[config.mk]
export PLATFORM = sky130hd
export DESIGN_NAME = hilo_writeback
export DESIGN_NICKNAME = d
export VERILOG_FILES = /design/src/rtl/hilo_pkg.sv /design/src/rtl/hilo_reg.sv /design/src/rtl/hilo_writeback.sv
export SDC_FILE = /design/constraint.sdc
export NUM_CORES = 1
export LEC_CHECK = 0
export ABC_AREA = 1
export ABC_CLOCK_PERIOD_IN_PS = 1770
export BUFFER_PORTS_ARGS = -buffer_cell sky130_fd_sc_hd__buf_4
export CAP_MARGIN = 30
export CELL_PAD_IN_SITES_DETAIL_PLACEMENT = 2
export CELL_PAD_IN_SITES_GLOBAL_PLACEMENT = 2
export CORE_ASPECT_RATIO = 0.75
export CORE_UTILIZATION = 30
export DETAILED_ROUTE_END_ITERATION = 8
export PLACE_DENSITY = 0.86
export REMOVE_ABC_BUFFERS = 1
export SLEW_MARGIN = 0
export SYNTH_ARGS = -nofsm -noshare
export SYNTH_HDL_FRONTEND = slang
export SYNTH_SLANG_ARGS = --single-unit
export TNS_END_PERCENT = 20
[constraint.sdc]
create_clock -name i_clk -period 1.77 [get_ports i_clk]
set_input_delay 0.531 -clock i_clk [delete_from_list [all_inputs] [get_ports i_clk]]
set_output_delay 0.531 -clock i_clk [all_outputs]
set_load 0.05 [all_outputs]
[src/rtl/hilo_pkg.sv]
// Shared types and helpers for the HI/LO writeback stage.
package hilo_pkg;
  localparam int HILO_W = 32;

  typedef enum logic {HL_EMPTY, HL_PENDING} hl_state_t;

  function automatic logic [HILO_W-1:0] z_hi(input logic [2*HILO_W-1:0] z);
    return z[2*HILO_W-1:HILO_W];
  endfunction

  function automatic logic [HILO_W-1:0] z_lo(input logic [2*HILO_W-1:0] z);
    return z[HILO_W-1:0];
  endfunction
endpackage

[src/rtl/hilo_reg.sv]
// WIDTH-bit enabled register with asynchronous active-low clear.
module hilo_reg import hilo_pkg::*; #(
  parameter int WIDTH = HILO_W
) (
  input  logic             i_clk,
  input  logic             i_clear,
  input  logic             i_en,
  input  logic [WIDTH-1:0] i_d,
  output logic [WIDTH-1:0] o_q
);
  logic [WIDTH-1:0] r_q;

  always_ff @(posedge i_clk or negedge i_clear) begin
    if (!i_clear)  r_q <= '0;
    else if (i_en) r_q <= i_d;
  end

  assign o_q = r_q;
endmodule

[src/rtl/hilo_writeback.sv]
// One-entry pending slot in front of architectural HI/LO, with bypass,
// program-ordered mthi/mtlo merging and a sticky divide-by-zero flag.
module hilo_writeback import hilo_pkg::*; #(
  parameter int WIDTH = HILO_W
) (
  input  logic               i_clk,
  input  logic               i_clear,
  input  logic               i_res_valid,
  output logic               o_res_ready,
  input  logic [2*WIDTH-1:0] i_res_z,
  input  logic               i_res_dz,
  input  logic               i_wb_stall,
  input  logic               i_mthi,
  input  logic               i_mtlo,
  input  logic [WIDTH-1:0]   i_mt_data,
  input  logic               i_dz_clr,
  output logic [WIDTH-1:0]   o_hi_out,
  output logic [WIDTH-1:0]   o_lo_out,
  output logic               o_hilo_busy,
  output logic               o_dz_flag
);
  hl_state_t        r_state, w_state_nxt;
  logic [WIDTH-1:0] r_p_hi, r_p_lo;
  logic             r_p_dz, r_dz;
  logic [WIDTH-1:0] w_z_hi, w_z_lo, w_hi_q, w_lo_q, w_hi_d, w_lo_d;
  logic             w_pend, w_accept, w_commit, w_held, w_hi_en, w_lo_en;

  generate
    if (WIDTH == HILO_W) begin : g_pkg_slice
      assign w_z_hi = z_hi(i_res_z);
      assign w_z_lo = z_lo(i_res_z);
    end else begin : g_raw_slice
      assign w_z_hi = i_res_z[2*WIDTH-1:WIDTH];
      assign w_z_lo = i_res_z[WIDTH-1:0];
    end
  endgenerate

  assign w_pend      = (r_state == HL_PENDING);
  assign o_res_ready = i_clear & (!w_pend | !i_wb_stall);
  assign w_accept    = i_res_valid & o_res_ready;
  assign w_commit    = w_pend & !i_wb_stall;
  assign w_held      = w_pend & i_wb_stall;

  always_ff @(posedge i_clk or negedge i_clear) begin
    if (!i_clear) r_state <= HL_EMPTY;
    else          r_state <= w_state_nxt;
  end

  always_comb begin
    w_state_nxt = r_state;
    case (r_state)
      HL_EMPTY:   if (w_accept) w_state_nxt = HL_PENDING;
      HL_PENDING: if (w_commit && !w_accept) w_state_nxt = HL_EMPTY;
      default:    w_state_nxt = HL_EMPTY;
    endcase
  end

  // mt writes are younger than a held entry but older than a fresh accept.
  always_ff @(posedge i_clk or negedge i_clear) begin
    if (!i_clear) begin
      r_p_hi <= '0;
      r_p_lo <= '0;
      r_p_dz <= 1'b0;
    end else if (w_accept) begin
      r_p_hi <= w_z_hi;
      r_p_lo <= w_z_lo;
      r_p_dz <= i_res_dz;
    end else if (w_held) begin
      if (i_mthi) r_p_hi <= i_mt_data;
      if (i_mtlo) r_p_lo <= i_mt_data;
    end
  end

  assign w_hi_en = w_commit | i_mthi;
  assign w_lo_en = w_commit | i_mtlo;
  assign w_hi_d  = i_mthi ? i_mt_data : r_p_hi;
  assign w_lo_d  = i_mtlo ? i_mt_data : r_p_lo;

  hilo_reg #(.WIDTH(WIDTH)) u_hi (
    .i_clk(i_clk), .i_clear(i_clear), .i_en(w_hi_en), .i_d(w_hi_d), .o_q(w_hi_q)
  );
  hilo_reg #(.WIDTH(WIDTH)) u_lo (
    .i_clk(i_clk), .i_clear(i_clear), .i_en(w_lo_en), .i_d(w_lo_d), .o_q(w_lo_q)
  );

  always_ff @(posedge i_clk or negedge i_clear) begin
    if (!i_clear)                r_dz <= 1'b0;
    else if (w_commit && r_p_dz) r_dz <= 1'b1;
    else if (i_dz_clr)           r_dz <= 1'b0;
  end

  assign o_hi_out    = w_pend ? r_p_hi : w_hi_q;
  assign o_lo_out    = w_pend ? r_p_lo : w_lo_q;
  assign o_hilo_busy = w_pend;
  assign o_dz_flag   = r_dz;
endmodule

==> results.txt <==
In the post-synthesis netlist, the biggest area contributors are dfrtp_1 (46%), nand2_1 (20%), nand3_1 (8.9%), nand4_1 (5.6%), o21ai_0 (5.0%). For this run, the number of Yosys warnings is 0. In this run the mean area of a mapped cell was 7.18 µm². The tools report the startpoint of the worst register-to-register path as o_hilo_busy$_DFF_PN0_.

Summing the areas of all and, or, nand and nor instances in the mapped netlist gives 35.5% of the synthesized area. The final layout contains routed wiring with a total length of 30200 µm. Flop-to-flop setup slack: 0.03 ns.

After detailed routing, the number of remaining DRC violations is 0. The half-perimeter wire length of the detailed placement result was 19800 µm; the worst clock skew was 0.00854 ns. After detailed routing, the average wire length per cell comes to 20.7 µm. The post-synthesis xor/xnor area fraction is 0%, and the net switching power is 4.68 mW. Worst setup slack after layout: -0.443 ns. The areal power density over the cells came out at 1190 nW/µm². At the placement stage, the worst setup path has a slack of -0.280 ns. The register area was 3280 µm². In the routed layout, each cell is associated on average with a via count of 5.31. TritonCTS built the clock tree. The transition time at the pin with the least slew margin came out at 0.616 ns. The library cells used most frequently in the layout, excluding fill and tap cells, are nand2_1 (384), buf_4 (138), dfrtp_1 (130), nand3_1 (127), o21ai_1 (74).

The via count of the first global-routing pass was 8564. The final reports fail on setup timing. The arrival time at the worst endpoint came out at 1.68 ns.

Registers are responsible for 33.1% of the overall power. The initial utilization of the core area, before any placement, comes to 30.8%. The fraction of layout instances using a drive strength above 1 came out at 25.0%. The count of buffers from port buffering was 170; the complex-gate fraction of the synthesized area was 9.14%. The tree is rooted in a clkbuf_16. After filler insertion, the fill cell instance count of the layout stands at 2672. The worst slew margin relative to its limit was 59.0%; the final-stage net count was 1248.

The tools report the initial antenna violation count as 2. In this run the critical register-to-register path is captured at r_p_lo[9]$_DFFE_PN0P_. In this run the count of I/O pins placed on the die edge is 171. The number of cells on the worst reg-to-reg path is 7. The tree built by TritonCTS fans out to 131 sinks. The worst setup path is of the register to primary output kind. No sink is reached through more buffers than the 2 on the longest clock path.

The run gives 24500 µm² as the die area. The logs give 17 for the number of clock buffers inserted by TritonCTS and 7.08 mW for the design internal power. The share of total power in the clock network was 30.7%. The final critical path takes up 125% of the cycle. The region available for standard cell placement spans 23200 µm². The tools report the count of different cell masters after synthesis as 18. Data on the critical path is required at its endpoint by 1.24 ns. The floorplan step set the die width to 180 µm.

Net switching is 39.8% of the power. For the post-synthesis sequential area ratio, the log shows 45.8%. In this run the static leakage power is 4.91 nW. The tools report the cell count after synthesis as 998.

In the final layout, the multi-input gates occupy 3390 µm². The type of origin of the critical path is a register. Measured against the total synthesized area, the mux share comes to 0%. The buffers inserted during post-CTS setup optimization is 0. The post-synthesis instance area was 7160 µm²; the height of the die was 136 µm. The synthesized design spends more area on one cell type than any other, namely dfrtp_1. The worst hold slack after final layout is 0.0617 ns. Combinational logic is responsible for 36.2% of the overall power. Of the total synthesized cell area, the portion taken by full adders, half adders and majority gates is 0%. The dominant combinational cell family by area after synthesis was simple AND/OR/NAND/NOR gates. The share of synthesized area in the top cell type comes to 45.8%. Site row count: 48.

The post-CTS clock slew at the launch and capture registers of the worst setup and hold paths works out to 0.06 ns. The flow ran to the end, but the final reports show violations. Setup repair after global routing could not meet its margin everywhere. The pre-antenna-repair detailed-routing pass consisted of 4 iterations. Static timing analysis puts the maximum clock frequency at 452 MHz. The tools report the count of final max-slew check failures as 0.

The shortest clock period the worst path allows after layout is 2.21 ns. In this run the number of H-tree levels came out at 4. At the later pin of the worst-skew pair, clock insertion delay measures 0.44 ns. The post-detailed-route count of antenna-violating nets is 0. STA classifies the critical path endpoint as a primary output.

At the end of routability-driven placement, the weighted congestion stood at 0.780. The tool flagged a number of max-cap violations equal to 0. The tools report the maximum vdd drop as 0.692 mV. In this run the worst path has a maximum fanout of 12. The run gives 0 as the number of failing hold endpoints at the final stage. Relative to the synthesized area, the layout overhead comes to 38.3%.

The worst hold path belongs to the class input pin to async pin. The library cell used most frequently in the layout, excluding fill and tap cells, is nand2_1. Setup violations remaining at the end of the flow were counted as 66.

The run gives 25.4% as the global router's overall resource usage. The synthesized design contains 131 register bits. The first global-routing pass estimated 47700 µm of wire. The tools report the leftover overflow at the end of global routing as 0.

The routed layout has 7749 vias. The tools report the iteration-0 DRC count of the detailed router as 380. Entering global routing, the biggest net connects 89 pins.
## stage by stage
| stage | TNS [ns] | utilization, % | instances | total power [mW] | instance area (µm²) |
|---|---|---|---|---|---|
| 2_1_floorplan | -500.32 | - | 916 | 6.12 | 6740 |
| 3_3_place_gp | -0.871 | 38.2 | 1424 | 7.58 | 8880 |
| 3_5_place_dp | -1.45 | 38.2 | 1424 | 7.76 | 8880 |
| 4_1_cts | -24.59 | 42.2 | 1456 | 11.8 | 9810 |
| 5_1_grt | -27.64 | 42.6 | 1457 | 12.3 | 9910 |
| 6_report | -23.66 | 42.6 | 1458 | 11.8 | 9910 |
## critical path, stage by stage (launching register included)
cell,delay (ns)
dfrtp_4,0.53
buf_4,0.19
buf_12,0.16
o21ai_2,0.18
buf_6,0.19
## cell usage after synthesis
library cell and instances:
buf_1 3, buf_2 44, buf_4 15, clkbuf_1 20
dfrtp_1 131, inv_1 68, inv_2 3, nand2_1 386
nand2_2 1, nand2_4 3, nand3_1 128, nand3_2 1
nand4_1 64, nor2_1 1, o21a_1 1, o21ai_0 72
o21ai_1 56, o22ai_1 1
## power by group through the flow
stage / clock network, mW / logic [mW] / registers, mW
3_3_place_gp: 0 / 3.70 / 3.88
3_5_place_dp: 0 / 3.83 / 3.93
5_1_grt: 3.78 / 4.56 / 3.95
2_1_floorplan: 0 / 2.24 / 3.88
6_report: 3.61 / 4.26 / 3.89
4_1_cts: 3.68 / 4.21 / 3.88
## sequential cells by signal, indices dropped and copies added (netlist names)
name / count
r_p_hi: 32
r_p_lo: 32
u_hi.o_q: 32
u_lo.o_q: 32
o_dz_flag: 1
o_hilo_busy: 1
r_p_dz: 1
## logic make-up after synthesis
logic type             count (synthesis)
AND/OR/NAND/NOR                      584
flip-flops                           131
AO/OA/AOI/OAI                        130
buffers and inverters                153
## what timing repair did
item / in CTS / in global routing
hold buffers: 0 / 0
resized for setup: 138 / 20
setup endpoints to repair: 102 / 91
cloned: 0 / 1
pin swaps: 6 / 8
## area by class of cell
type	instances	share of cell area (%)
timing repair buffer	209	20.3
multi-input combinational	714	34.2
tap	300	3.79
antenna	1	0.0253
sequential	131	33.1
inverter	71	2.69
clock inverter	15	1.58
clock buffer	17	4.29
## worst max-delay path by stage
stage / startpoint / depth (start not counted) / slack [ns] / end
global placement: o_hilo_busy$_DFF_PN0_ / 4 / -0.28 / o_hi_out[8]
finish: o_hilo_busy$_DFF_PN0_ / 4 / -0.44 / o_lo_out[20]
floorplan: o_hilo_busy$_DFF_PN0_ / 3 / -4.41 / o_res_ready
global route: o_hilo_busy$_DFF_PN0_ / 4 / -0.49 / o_lo_out[20]
CTS: o_hilo_busy$_DFF_PN0_ / 4 / -0.46 / o_hi_out[21]
detailed placement: o_hilo_busy$_DFF_PN0_ / 4 / -0.28 / o_hi_out[8]
## metal layers
layer	part of all wire [%]	wire length (µm)	vias up	global-route usage, %
li1	-	-	3567	-
met1	46	13800	3973	31.6
met2	47	14300	182	43.5
met3	6.0	1810	25	7.26
met4	0.87	263	2	6.13
met5	0.043	13	-	0
No activity file was read; power rests on OpenSTA's default activity.
